==> src/rtl/axi_uart_tx_initiator.sv <==
// axi_uart_tx_initiator: writes each inbound byte to a UART THR
// over AXI-Lite, one transaction at a time, registered outputs only.
// Ports: clk_i, rstn_i (async, active-low); s_data_i/s_valid_i/
// s_ready_o byte stream in; m_axi_uart_aw*/w*/b* write channels;
// m_axi_uart_ar*/r* read channels; busy_o (FSM not IDLE);
// err_o (sticky bresp/rresp error).
// Build option: UART_TX_INIT_POLL_EN polls LSR bit 5 (THRE)
// before every write; undefined writes immediately.
module axi_uart_tx_initiator #(
  parameter logic [12:0] THR_ADDR = 13'h1000,
  parameter logic [12:0] LSR_ADDR = 13'h1014,
  parameter int unsigned POLL_GAP = 4
) (
  input  logic        clk_i,
  input  logic        rstn_i,
  input  logic [7:0]  s_data_i,
  input  logic        s_valid_i,
  output logic        s_ready_o,
  output logic [12:0] m_axi_uart_awaddr,
  output logic        m_axi_uart_awvalid,
  input  logic        m_axi_uart_awready,
  output logic [31:0] m_axi_uart_wdata,
  output logic [3:0]  m_axi_uart_wstrb,
  output logic        m_axi_uart_wvalid,
  input  logic        m_axi_uart_wready,
  input  logic [1:0]  m_axi_uart_bresp,
  input  logic        m_axi_uart_bvalid,
  output logic        m_axi_uart_bready,
  output logic [12:0] m_axi_uart_araddr,
  output logic        m_axi_uart_arvalid,
  input  logic        m_axi_uart_arready,
  input  logic [31:0] m_axi_uart_rdata,
  input  logic [1:0]  m_axi_uart_rresp,
  input  logic        m_axi_uart_rvalid,
  output logic        m_axi_uart_rready,
  output logic        busy_o,
  output logic        err_o
);

  typedef enum logic [2:0] {
    IDLE, POLL_AR, POLL_R, GAP, WR, WB
  } state_t;

  state_t      state_q, state_d;
  logic [7:0]  byte_q;
  logic        s_ready_q, busy_q, err_q;
  logic        awvalid_q, wvalid_q, bready_q;
  logic [12:0] awaddr_q;
  logic [31:0] wdata_q;
  logic [3:0]  wstrb_q;

  logic       s_hs, aw_hs, w_hs, b_hs;
  logic       aw_fin, w_fin, enter_wr, err_ev;
  logic [7:0] wbyte;

  assign s_hs     = s_valid_i & s_ready_q;
  assign aw_hs    = awvalid_q & m_axi_uart_awready;
  assign w_hs     = wvalid_q & m_axi_uart_wready;
  assign b_hs     = bready_q & m_axi_uart_bvalid;
  // a channel is finished once its valid has dropped or
  // its handshake happens this cycle
  assign aw_fin   = ~awvalid_q | m_axi_uart_awready;
  assign w_fin    = ~wvalid_q | m_axi_uart_wready;
  assign enter_wr = (state_d == WR) & (state_q != WR);
  // direct IDLE->WR takes the byte straight off the stream
  assign wbyte    = s_hs ? s_data_i : byte_q;

`ifdef UART_TX_INIT_POLL_EN
  localparam logic [7:0] GAP_LAST =
    (POLL_GAP == 0) ? 8'd0 : 8'(POLL_GAP - 1);

  logic        arvalid_q, rready_q;
  logic [12:0] araddr_q;
  logic [7:0]  gap_q;
  logic        ar_hs, r_hs, thre;
  logic        unused_rd;

  assign ar_hs     = arvalid_q & m_axi_uart_arready;
  assign r_hs      = rready_q & m_axi_uart_rvalid;
  assign thre      = m_axi_uart_rdata[5];
  assign unused_rd = ^{m_axi_uart_rdata[31:6],
                       m_axi_uart_rdata[4:0]};
  assign err_ev    = (b_hs & (|m_axi_uart_bresp)) |
                     (r_hs & (|m_axi_uart_rresp));

  always_ff @(posedge clk_i or negedge rstn_i) begin
    if (!rstn_i) begin
      arvalid_q <= 1'b0;
      rready_q  <= 1'b0;
      araddr_q  <= '0;
      gap_q     <= '0;
    end else begin
      arvalid_q <= (state_d == POLL_AR);
      rready_q  <= (state_d == POLL_R);
      if (state_d == POLL_AR) araddr_q <= LSR_ADDR;
      if ((state_q == GAP) && (state_d == GAP))
        gap_q <= gap_q + 8'd1;
      else
        gap_q <= 8'd0;
    end
  end

  assign m_axi_uart_arvalid = arvalid_q;
  assign m_axi_uart_araddr  = araddr_q;
  assign m_axi_uart_rready  = rready_q;
`else
  logic unused_rd;

  assign unused_rd = ^{m_axi_uart_arready, m_axi_uart_rvalid,
                       m_axi_uart_rresp, m_axi_uart_rdata,
                       LSR_ADDR, 8'(POLL_GAP)};
  assign err_ev    = b_hs & (|m_axi_uart_bresp);

  assign m_axi_uart_arvalid = 1'b0;
  assign m_axi_uart_araddr  = '0;
  assign m_axi_uart_rready  = 1'b1;
`endif

  always_ff @(posedge clk_i or negedge rstn_i) begin
    if (!rstn_i) state_q <= IDLE;
    else         state_q <= state_d;
  end

  always_comb begin
    state_d = state_q;
    unique case (state_q)
      IDLE: begin
`ifdef UART_TX_INIT_POLL_EN
        if (s_hs) state_d = POLL_AR;
`else
        if (s_hs) state_d = WR;
`endif
      end
`ifdef UART_TX_INIT_POLL_EN
      POLL_AR: if (ar_hs) state_d = POLL_R;
      POLL_R: begin
        if (r_hs) begin
          if (|m_axi_uart_rresp) state_d = GAP;
          else if (thre)         state_d = WR;
          else                   state_d = GAP;
        end
      end
      GAP: if (gap_q == GAP_LAST) state_d = POLL_AR;
`endif
      WR: if (aw_fin && w_fin) state_d = WB;
      WB: if (b_hs) state_d = IDLE;
      default: state_d = IDLE;
    endcase
  end

  always_ff @(posedge clk_i or negedge rstn_i) begin
    if (!rstn_i) begin
      byte_q    <= '0;
      s_ready_q <= 1'b0;
      busy_q    <= 1'b0;
      err_q     <= 1'b0;
      awvalid_q <= 1'b0;
      wvalid_q  <= 1'b0;
      bready_q  <= 1'b0;
      awaddr_q  <= '0;
      wdata_q   <= '0;
      wstrb_q   <= '0;
    end else begin
      s_ready_q <= (state_d == IDLE);
      busy_q    <= (state_d != IDLE);
      bready_q  <= (state_d == WB);
      if (s_hs)   byte_q <= s_data_i;
      if (err_ev) err_q  <= 1'b1;
      if (enter_wr) begin
        awvalid_q <= 1'b1;
        wvalid_q  <= 1'b1;
        awaddr_q  <= THR_ADDR;
        wdata_q   <= {24'h0, wbyte};
        wstrb_q   <= 4'b0001;
      end else begin
        if (aw_hs) awvalid_q <= 1'b0;
        if (w_hs)  wvalid_q  <= 1'b0;
      end
    end
  end

  assign s_ready_o          = s_ready_q;
  assign busy_o             = busy_q;
  assign err_o              = err_q;
  assign m_axi_uart_awvalid = awvalid_q;
  assign m_axi_uart_awaddr  = awaddr_q;
  assign m_axi_uart_wvalid  = wvalid_q;
  assign m_axi_uart_wdata   = wdata_q;
  assign m_axi_uart_wstrb   = wstrb_q;
  assign m_axi_uart_bready  = bready_q;

endmodule

==> config.mk <==
export PLATFORM = sky130hd
export DESIGN_NAME = axi_uart_tx_initiator
export DESIGN_NICKNAME = d
export VERILOG_FILES = /design/src/rtl/axi_uart_tx_initiator.sv
export SDC_FILE = /design/constraint.sdc
export NUM_CORES = 1
export LEC_CHECK = 0
export BUFFER_PORTS_ARGS = -buffer_cell sky130_fd_sc_hd__buf_2
export CAP_MARGIN = 15
export CORE_UTILIZATION = 38
export DETAILED_ROUTE_END_ITERATION = 7
export PLACE_DENSITY = 0.8
export SLEW_MARGIN = 40
export SYNTH_ARGS = -nofsm -noshare
export SYNTH_HDL_FRONTEND = slang
export SYNTH_SLANG_ARGS = --single-unit
==> constraint.sdc <==
create_clock -name clk_i -period 1.7 [get_ports clk_i]
set_input_delay 0.51 -clock clk_i [delete_from_list [all_inputs] [get_ports clk_i]]
set_output_delay 0.51 -clock clk_i [all_outputs]
set_load 0.005 [all_outputs]
# After elaboration in Yosys (flattened, before gate mapping)
# Cells that the tools add are included.
[classes]
addsub = 0
n_mul = 0
div_mod_pow = 0
n_lt_le_gt_ge = 0
n_eq_ne = 5
n_shift = 0
mux = 9
bitwise = 10
reduce_logical = 7
[op_table]
columns = ["op", "count"]
rows = [
  ["equality test 3 bit (second input constant)", 4],
  ["two-way mux 3 bit", 3],
  ["one-hot mux 3 bit (3 select lines)", 1],
  ["two-way mux 8 bit", 1],
  ["bitwise AND 1 bit", 6],
  ["zero test 3 bit", 2],
  ["two-way mux 1 bit", 4],
  ["nonzero test 2 bit", 2],
  ["inequality test 3 bit (second input constant)", 1],
  ["nonzero test 3 bit", 1],
  ["inverter 1 bit", 2],
  ["OR 1 bit", 2],
  ["OR reduction 2 bit", 1],
  ["logical AND 1 bit", 1],
]
[totals]
register_bits = 26
latchBits = 0
ram_bits = 0
mem_bits_ro = 0
in_bits = 52
memories = 0

# Longest topological paths before layout
# Gate-level depths: netlist of the first run.
[depth]
word_depth = 8
mapped_depth = 4

# Worst setup path after synthesis of the first run
# No wires, ideal clock.
[synth_path]
path_kind = "input -> register"
startpoint = "in s_valid_i"
endpoint = "reg wdata_q[0] (netlist: m_axi_uart_wdata[0])"
setup_time_ps = 125
arrival_ps = 1489
setup_slack_ps = 86
stages = 4
path_buffers = 1
path_cell_list = "nand2_1 > or3_4 > buf_6 > mux2_4"
[synth_via]
elab_chain_cells = 5
elab_cells_between_ends = 6
[synth_rtl]
columns = ["element", "line_no", "text"]
rows = [
  ["start: declaration", "17", "input logic s_valid_i,"],
  ["bitwise AND 1 bit (*)", "56", "assign s_hs = s_valid_i & s_ready_q;"],
  ["two-way mux 3 bit", "131", "if (s_hs) state_d = WR;"],
  ["one-hot mux 3 bit (3 select lines)", "126", "unique case (state_q)"],
  ["equality test 3 bit", "64", "assign enter_wr = (state_d == WR) & (state_q != WR);"],
  ["bitwise AND 1 bit", "64", ""],
  ["end signal: assignment", "173", "wdata_q <= {24'h0, wbyte};"],
  ["end: declaration", "49", "logic [31:0] wdata_q;"],
]
# Every way passes the cells marked *; elsewhere a longest branch is shown, timed or not.
# A chain may end at the register's enable or synchronous reset.

# Worst setup path after layout of the first run
[layout_path]
startpoint = "reg state_q[1]"
endpoint = "reg wdata_q[2] (netlist: m_axi_uart_wdata[2])"
[layout_via]
elab_chain_cells = 4
elab_cells_between_ends = 10
[layout_rtl]
columns = ["element", "line_no", "text"]
rows = [
  ["start: declaration", "44", "state_t state_q, state_d;"],
  ["start signal: assignment", "121", "else state_q <= state_d;"],
  ["equality test 3 bit (tied with other cells)", "126", ""],
  ["one-hot mux 3 bit (3 select lines)", "126", ""],
  ["equality test 3 bit", "64", ""],
  ["bitwise AND 1 bit (*)", "64", ""],
]
# Marks and branches as above.

==> impl_metrics.json, run 1 <==
{
  "grt_util_met1_pct": 12.38,
  "worst_pin_slew_ns": 0.5651,
  "finalHoldViolCount": 0,
  "leakagePower_uw": 0.0008138,
  "max_freq_ghz": 0.6372,
  "dr_total_vias": 757,
  "syn2layout_area_growth_pct": 4.082,
  "clk_latency_ns": 0.26,
  "post-cts-setup-buffers": 0,
  "drc_errors": 0,
  "maxSlewViolCount": 0,
  "gp_congestion": 0.6787,
  "crit_slowest_cell": "or3_4",
  "multi_input_area_um2": 534.3,
  "placementRows": 21,
  "grt_antenna_before_repair": 0,
  "drtIter0Drc": 9,
  "critPathLaunchType": "register",
  "drt-total-wl_um": 1809,
  "drive_gt1_share_pct": 36.36,
  "cp_max_fo": 11,
  "peakVddDrop_uv": 491.1,
  "path_clk_slew_ns": 0.08,
  "cts_buffers": 3,
  "grt_pass1_vias": 638,
  "hp-class": "in -> async",
  "synthArstFlopShare_pct": 100.0,
  "io_pins": 122,
  "maxSlewHeadroom_pct": 62.33,
  "synth_area_um2": 1410,
  "ys_ff_latch": 26,
  "crit_required_ns": 1.85,
  "critPathMaxStageDelay_ns": 0.49,
  "synth_edf_count": 0,
  "finalCritPeriodShare_pct": 92.32,
  "setup-tns-final_ns": 0,
  "ys_top_cells_by_area": "dfrtp_1, buf_4, mux2_4, mux2_2, nand2b_1",
  "drv_cap": 0,
  "grt_util_all_layers_pct": 9.642,
  "fp.dieW_um": 62.92,
  "drtPass1Iterations": 4,
  "grt_overflow_total": 0,
  "seq_area_um2": 650.6,
  "stdcell_count": 200,
  "synthTopCellsByCount": "buf_4, dfrtp_1, mux2_2, mux2_4",
  "die_area_um2": 3958,
  "end_kind": "register",
  "h-tree-depth": 1,
  "dp_hpwl_um": 1386,
  "yosysWarnings": 0,
  "initial_utilization_pct": 40.97,
  "cp_cell_sequence": "or2_1 > or3_4 > mux2_4",
  "place_inst": 196,
  "vias_per_cell": 3.785,
  "grt_util_met3_pct": 2.737,
  "cts_resized": 0,
  "grt_pass1_wl_um": 2911,
  "cts_tree": "done",
  "finClkSkew_ns": 0.003013,
  "coreArea_um2": 3442,
  "clock_tree.root_cell": "clkbuf_8",
  "post-route-min-period_ns": 1.569,
  "nets": 207,
  "syn_area_per_cell_um2": 11.75,
  "status": "complete, no violations",
  "worstSetupPathType": "reg -> reg",
  "fill_cells": 346,
  "syn_inst": 120,
  "die_y_um": 62.92,
  "ys_seq_area_share_pct": 46.14,
  "clock-sinks": 26,
  "synth_top_area_share_pct": 46.14,
  "busiest_layer": "met2",
  "rsz0062_at_grt": "no",
  "grt_max_degree": 27,
  "insertedDiodeCount": 0,
  "grt.met2_usage_pct": 15.73,
  "crit_arrival_ns": 1.72,
  "yosysUniqueCellTypes": 16,
  "cts_buffer_depth": 2,
  "synthFlopType": "dfrtp_1",
  "ctsHoldBuffers": 0,
  "finalSetupViolCount": 0,
  "yosysMostFrequentCell": "buf_4",
  "synth.largest_area_cell": "dfrtp_1",
  "wl_per_cell_um": 9.045,
  "port-buffer-count": 31,
  "power.density_nw_per_um2": 1139,
  "final_antenna_net_count": 0
}
## state kept, by name (all words and copies together) (netlist names)
| register | flops |
|---|---|
| busy_o | 1 |
| byte_q | 8 |
| err_o | 1 |
| m_axi_uart_awvalid | 1 |
| m_axi_uart_bready | 1 |
| m_axi_uart_wdata | 8 |
| m_axi_uart_wstrb | 1 |
| m_axi_uart_wvalid | 1 |
| s_ready_o | 1 |
| state_q | 3 |
## critical path: cells and delay by family, from the launching register on
kind | cells | cell delay [ns]
multiplexers | 1 | 0.33
flip-flops | 1 | 0.40
AND/OR/NAND/NOR | 2 | 0.74
## logic make-up (layout without fill, tap and decap cells)
kind of cell | Yosys count | in the layout | synth area share, %
other | 2 | 55 | 0.5326
buffers and inverters | 56 | 37 | 30.08
DFF | 26 | 26 | 46.14
AOI/OAI and AO/OA | 5 | 5 | 2.840
muxes | 16 | 16 | 14.64
and+or+nand+nor | 15 | 15 | 5.767
## cells in the final DEF (no fill, tap or decap)
| cell type | netlist | layout |
|---|---|---|
| conb_1 | 2 | 55 |
| buf_2 | 0 | 31 |
| dfrtp_1 | 26 | 26 |
| mux2_2 | 9 | 9 |
| mux2_4 | 7 | 7 |
| nand2_1 | 4 | 4 |
| nand2b_1 | 4 | 4 |
| clkbuf_8 | 0 | 4 |
| nor2_1 | 3 | 3 |
| or2_2 | 2 | 2 |
| a41o_1 | 2 | 2 |
| buf_4 | 55 | 2 |
| a211oi_1 | 1 | 1 |
| or2_1 | 1 | 1 |
| a21oi_1 | 1 | 1 |
| or3_4 | 1 | 1 |
| o211ai_1 | 1 | 1 |
## path summary, 6_finish.rpt
kind / from / to / slack, ns / cells past startpoint
setup / recovery: state_q[1]$_DFF_PN0_ / m_axi_uart_wdata[2]$_DFFE_PN0P_ / 0.13 / 3
hold / removal: rstn_i / s_ready_o$_DFF_PN0_ / 0.23 / 1
setup reg to reg: state_q[1]$_DFF_PN0_ / m_axi_uart_wdata[2]$_DFFE_PN0P_ / 0.13 / 3
hold reg to reg: err_o$_DFFE_PN0P_ / err_o$_DFFE_PN0P_ / 0.46 / 1
max in group asynchronous: rstn_i / m_axi_uart_wdata[0]$_DFFE_PN0P_ / 1.09 / 1
min in group clk_i: err_o$_DFFE_PN0P_ / err_o$_DFFE_PN0P_ / 0.46 / 1
## through the flow
step / setup slack (ns) / power [uW] / hold WS [ns] / util, % / cell area (um2)
global placement: 0.07970 / 1298 / 0.4501 / 41.04 / 1413
finish: 0.1305 / 1672 / 0.2318 / 42.64 / 1468
detailed placement: 0.06115 / 1307 / 0.4467 / 41.04 / 1413
floorplan: 0.08560 / 1217 / 0.2144 / - / 1609
CTS: 0.1214 / 1701 / 0.2499 / 42.64 / 1468
global route: 0.08853 / 1799 / 0.2623 / 42.64 / 1468
## layer usage
metal | part of all wire (%) | vias to the layer above
li1 | - | 347
met2 | 50 | 48
met5 | 0 | -
met4 | 0.22 | 0
met1 | 43 | 360
met3 | 7.1 | 2
## layout make-up
| type | count | share of cell area (%) |
|---|---|---|
| clock buffer | 4 | 3.751 |
| multi-input combinational | 91 | 36.40 |
| sequential | 26 | 44.33 |
| tap | 46 | 3.922 |
| timing repair buffer | 33 | 11.59 |
## where the power goes
| group | switching, uW | internal, uW |
|---|---|---|
| clock network | 177 | 206 |
| registers | 70.7 | 777 |
| logic | 172 | 268 |
No activity file was read; power rests on OpenSTA's default activity.
==> run 2: changes to the inputs <==
--- a/config.mk
+++ b/config.mk
@@ -9,7 +9,7 @@
 export CAP_MARGIN = 15
 export CORE_UTILIZATION = 38
 export DETAILED_ROUTE_END_ITERATION = 7
-export PLACE_DENSITY = 0.8
+export PLACE_DENSITY = 0.81
 export SLEW_MARGIN = 40
 export SYNTH_ARGS = -nofsm -noshare
 export SYNTH_HDL_FRONTEND = slang
==> impl_metrics.json, run 2 (synthesized netlist as in run 1, its figures left out) <==
{
  "critical_path_buf_inv_count": 0,
  "worst_pin_slew_ns": 0.5607,
  "die_area_um2": 3958,
  "grt_pass1_wl_um": 3022,
  "coreArea_um2": 3442,
  "h-tree-depth": 1,
  "status": "complete, no violations",
  "drtPass1Iterations": 4,
  "dr_total_vias": 759,
  "crit_arrival_ns": 1.73,
  "cp_max_fo": 11,
  "multi_input_area_um2": 534.3,
  "die_y_um": 62.92,
  "syn2layout_area_growth_pct": 3.461,
  "p_total_uw": 1636,
  "setup-tns-final_ns": 0,
  "io_pins": 122,
  "grt_pass1_vias": 637,
  "drv_cap": 0,
  "path_clk_slew_ns": 0.08,
  "final_antenna_net_count": 0,
  "placementRows": 21,
  "stdcell_count": 198,
  "grt_util_all_layers_pct": 10.03,
  "r2r_setup_slack_ns": 0.12,
  "r2r_cells": 3,
  "clock-sinks": 26,
  "maxSlewViolCount": 0,
  "finClkSkew_ns": 0.002095,
  "fp.dieW_um": 62.92,
  "vias_per_cell": 3.833,
  "grt_antenna_before_repair": 0,
  "final_cell_mix": "conb_1, buf_2, dfrtp_1",
  "peakVddDrop_uv": 383.8,
  "finalSetupViolCount": 0,
  "rsz0062_at_grt": "no",
  "max_freq_ghz": 0.6341,
  "port-buffer-count": 31,
  "initial_utilization_pct": 40.97,
  "post-route-min-period_ns": 1.577,
  "seq_area_um2": 650.6,
  "clock_tree.root_cell": "clkbuf_8",
  "cts_resized": 0,
  "power.density_nw_per_um2": 1122,
  "cp_cell_sequence": "or2_1 > or3_4 > mux2_4",
  "wl_per_cell_um": 9.515,
  "finalHoldViolCount": 0,
  "end_kind": "register",
  "r2r_end": "m_axi_uart_wdata[2]$_DFFE_PN0P_",
  "leakagePower_uw": 0.0008070,
  "cts_tree": "done",
  "drt-total-wl_um": 1884,
  "cts_buffer_depth": 2,
  "place_inst": 195,
  "finalCritPeriodShare_pct": 92.77,
  "crit_slowest_cell": "or3_4",
  "final_common_cell": "conb_1",
  "drive_gt1_share_pct": 35.53,
  "dp_hpwl_um": 1401,
  "maxSlewHeadroom_pct": 62.62,
  "grt_max_degree": 27,
  "clk_latency_ns": 0.26,
  "insertedDiodeCount": 0,
  "ctsHoldBuffers": 0,
  "drtIter0Drc": 9,
  "gp_congestion": 0.6240,
  "drc_errors": 0,
  "cts_buffers": 3,
  "post-cts-setup-buffers": 0,
  "crit_required_ns": 1.85,
  "crit_family": "simple AND/OR/NAND/NOR gates",
  "grt_overflow_total": 0,
  "nets": 206,
  "r2r_start": "state_q[1]$_DFF_PN0_",
  "critPathLaunchType": "register",
  "fill_cells": 361,
  "worstSetupPathType": "reg -> reg",
  "critPathMaxStageDelay_ns": 0.49,
  "hp-class": "in -> async"
}
==> run 2: cell types whose count changed in the layout (fill, tap and decap cells not counted) <==
cell / previous run / this run
buf_12: 0 / 1
buf_4: 2 / 0
clkbuf_8: 4 / 3
==> run 2: per-layer routing <==
metal	vias to the layer above	part of all wire (%)	global-route usage [%]
li1	344	-	-
met1	357	41	12.14
met2	54	49	16.40
met3	4	9.0	2.920
met4	0	1.2	4.360
met5	-	0	0
==> run 2: report_power, final <==
part / internal (uW) / switching [uW] / leakage (uW)
Sequential: 778 / 77.3 / 0.000307
Clock: 158 / 175 / 0.0000216
Combinational: 271 / 177 / 0.000478
Total: 1210 / 429 / 0.000807
==> run 2: cell type report <==
cell class / count / share of cell area (%)
clock buffer: 3 / 2.830
timing repair buffer: 32 / 12.01
multi-input combinational: 91 / 36.62
tap: 46 / 3.945
sequential: 26 / 44.60
==> run 2: worst max-delay path by stage <==
stage                         start                         endpoint  slack (ns)  cells after the start
2_1_floorplan             s_valid_i  m_axi_uart_wdata[0]$_DFFE_PN0P_        0.09                      4
3_3_place_gp              s_valid_i  m_axi_uart_wdata[4]$_DFFE_PN0P_        0.08                      5
3_5_place_dp              s_valid_i  m_axi_uart_wdata[2]$_DFFE_PN0P_        0.06                      5
4_1_cts        state_q[1]$_DFF_PN0_  m_axi_uart_wdata[2]$_DFFE_PN0P_        0.12                      3
5_1_grt        state_q[1]$_DFF_PN0_  m_axi_uart_wdata[2]$_DFFE_PN0P_        0.07                      3
6_report       state_q[1]$_DFF_PN0_  m_axi_uart_wdata[2]$_DFFE_PN0P_        0.12                      3
==> run 2: through the flow <==
| stage | utilization [%] | hold WS, ns | cell area (um2) | setup WS, ns |
|---|---|---|---|---|
| after floorplan | - | 0.2144 | 1609 | 0.08560 |
| after global placement | 41.19 | 0.4468 | 1418 | 0.07878 |
| after detailed placement | 41.19 | 0.4560 | 1418 | 0.06489 |
| after CTS | 42.38 | 0.2556 | 1459 | 0.1173 |
| after global routing | 42.38 | 0.2735 | 1459 | 0.07450 |
| final | 42.38 | 0.2291 | 1459 | 0.1229 |
==> run 2: worst reg2reg max path, delay by kind of cell, from the launching register on <==
kind,cells,cell delay [ns]
flops,1,0.40
mux,1,0.34
simple gates,2,0.74
==> run 3: changes to the inputs <==
--- a/config.mk
+++ b/config.mk
@@ -6,10 +6,13 @@
 export NUM_CORES = 1
 export LEC_CHECK = 0
 export BUFFER_PORTS_ARGS = -buffer_cell sky130_fd_sc_hd__buf_2
-export CAP_MARGIN = 15
-export CORE_UTILIZATION = 38
+export CAP_MARGIN = 25
+export CELL_PAD_IN_SITES_DETAIL_PLACEMENT = 0
+export CELL_PAD_IN_SITES_GLOBAL_PLACEMENT = 2
+export CORE_UTILIZATION = 20
 export DETAILED_ROUTE_END_ITERATION = 7
-export PLACE_DENSITY = 0.81
+export MAX_ROUTING_LAYER = met4
+export PLACE_DENSITY = 0.8
 export SLEW_MARGIN = 40
 export SYNTH_ARGS = -nofsm -noshare
 export SYNTH_HDL_FRONTEND = slang
==> impl_metrics.json, run 3 (synthesized netlist as in run 1, its figures left out) <==
{
  "rsz0062_at_grt": "no",
  "cts_tree": "done",
  "drtPass1Iterations": 2,
  "fin_area_um2": 1535,
  "drt-total-wl_um": 1978,
  "ctsHoldBuffers": 0,
  "grt_util_all_layers_pct": 5.402,
  "wl_per_cell_um": 7.944,
  "maxSlewHeadroom_pct": 61.92,
  "placementRows": 30,
  "grt_pass1_wl_um": 2953,
  "finalSetupViolCount": 0,
  "coreArea_um2": 6794,
  "post-route-min-period_ns": 1.564,
  "drtIter0Drc": 14,
  "fin_hold_ws_ns": 0.2314,
  "h-tree-depth": 1,
  "critPathMaxStageDelay_ns": 0.48,
  "clk_latency_ns": 0.26,
  "cts_buffer_depth": 2,
  "crit_arrival_ns": 1.72,
  "grt_pass1_vias": 625,
  "insertedDiodeCount": 0,
  "crit_slowest_cell": "or3_4",
  "peakVddDrop_uv": 215.3,
  "dp_hpwl_um": 1507,
  "final_antenna_net_count": 0,
  "crit_family": "simple AND/OR/NAND/NOR gates",
  "die_area_um2": 7390,
  "final_common_cell": "conb_1",
  "die_y_um": 85.97,
  "post-place-ws_ns": 0.08177,
  "port-buffer-count": 31,
  "end_kind": "register",
  "place_area_um2": 1480,
  "drv_cap": 0,
  "grt_antenna_before_repair": 0,
  "gp_congestion": 0.6471,
  "maxSlewViolCount": 0,
  "finalCritPeriodShare_pct": 91.99,
  "max_freq_ghz": 0.6395,
  "grt_overflow_total": 0,
  "clock_tree.root_cell": "clkbuf_8",
  "leakagePower_uw": 0.0008142,
  "final_util_pct": 22.60,
  "grt_max_degree": 27,
  "critical_path_buf_inv_count": 0,
  "initial_utilization_pct": 20.76,
  "final_cell_mix": "conb_1, buf_2, dfrtp_1",
  "setup_slack_ns": 0.1362,
  "finClkSkew_ns": 0.002859,
  "cp_cell_sequence": "or2_1 > or3_4 > mux2_4",
  "cts_buffers": 3,
  "post-cts-setup-buffers": 0,
  "vias_per_cell": 3.044,
  "io_pins": 122,
  "drive_gt1_share_pct": 35.95,
  "crit_path_start": "state_q[1]$_DFF_PN0_",
  "dr_total_vias": 758,
  "setup-tns-final_ns": 0,
  "finalHoldViolCount": 0,
  "path_clk_slew_ns": 0.09,
  "crit_required_ns": 1.86,
  "critPathLaunchType": "register",
  "worst_pin_slew_ns": 0.5713,
  "power.density_nw_per_um2": 1103,
  "status": "complete, no violations",
  "cts_resized": 0,
  "fp.dieW_um": 85.97,
  "fill_cells": 751,
  "nets": 206,
  "r2r_start": "state_q[1]$_DFF_PN0_",
  "syn2layout_area_growth_pct": 8.873,
  "drc_errors": 0,
  "clock-sinks": 26,
  "cp_max_fo": 11,
  "worstSetupPathType": "reg -> reg",
  "hp-class": "in -> async",
  "r2r_setup_slack_ns": 0.14
}
==> run 3: cell types whose count changed in the layout (fill, tap and decap cells not counted), sizes merged <==
cell,change
clkbuf,+1
==> run 3: metrics by stage <==
step / cells / power (uW)
final: 249 / 1693
after global routing: 249 / 1803
after CTS: 249 / 1718
after detailed placement: 245 / 1319
after global placement: 245 / 1309
after floorplan: 173 / 1217
==> run 3: area by class of cell <==
type                       count  area, um2  area share (%)
timing repair buffer          32      175.2           11.41
clock buffer                   4      55.05           3.586
multi-input combinational     91      534.3           34.80
sequential                    26      650.6           42.38
tap                           96      120.1           7.824
==> run 3: routing by layer <==
metal	GRT usage [%]	vias to the layer above	share of wire (%)
met5	-	-	0
met4	4.091	0	1.9
met3	0.6737	2	7.6
met2	8.802	52	48
met1	6.032	360	43
li1	-	344	-
==> run 3: where the power goes <==
part	internal [uW]	leakage (uW)	switching, uW
clock network	207	0.0000288	187
registers	777	0.000307	77.3
logic	271	0.000478	173
total	1260	0.000814	438
==> run 3: worst paths after layout <==
check,end,cells past startpoint
setup reg to reg,m_axi_uart_wdata[1]$_DFFE_PN0P_,3
setup / recovery,m_axi_uart_wdata[1]$_DFFE_PN0P_,3
min in group clk_i,err_o$_DFFE_PN0P_,1
hold / removal,state_q[2]$_DFF_PN0_,1
hold reg to reg,err_o$_DFFE_PN0P_,1
max in group asynchronous,m_axi_uart_wdata[7]$_DFFE_PN0P_,1
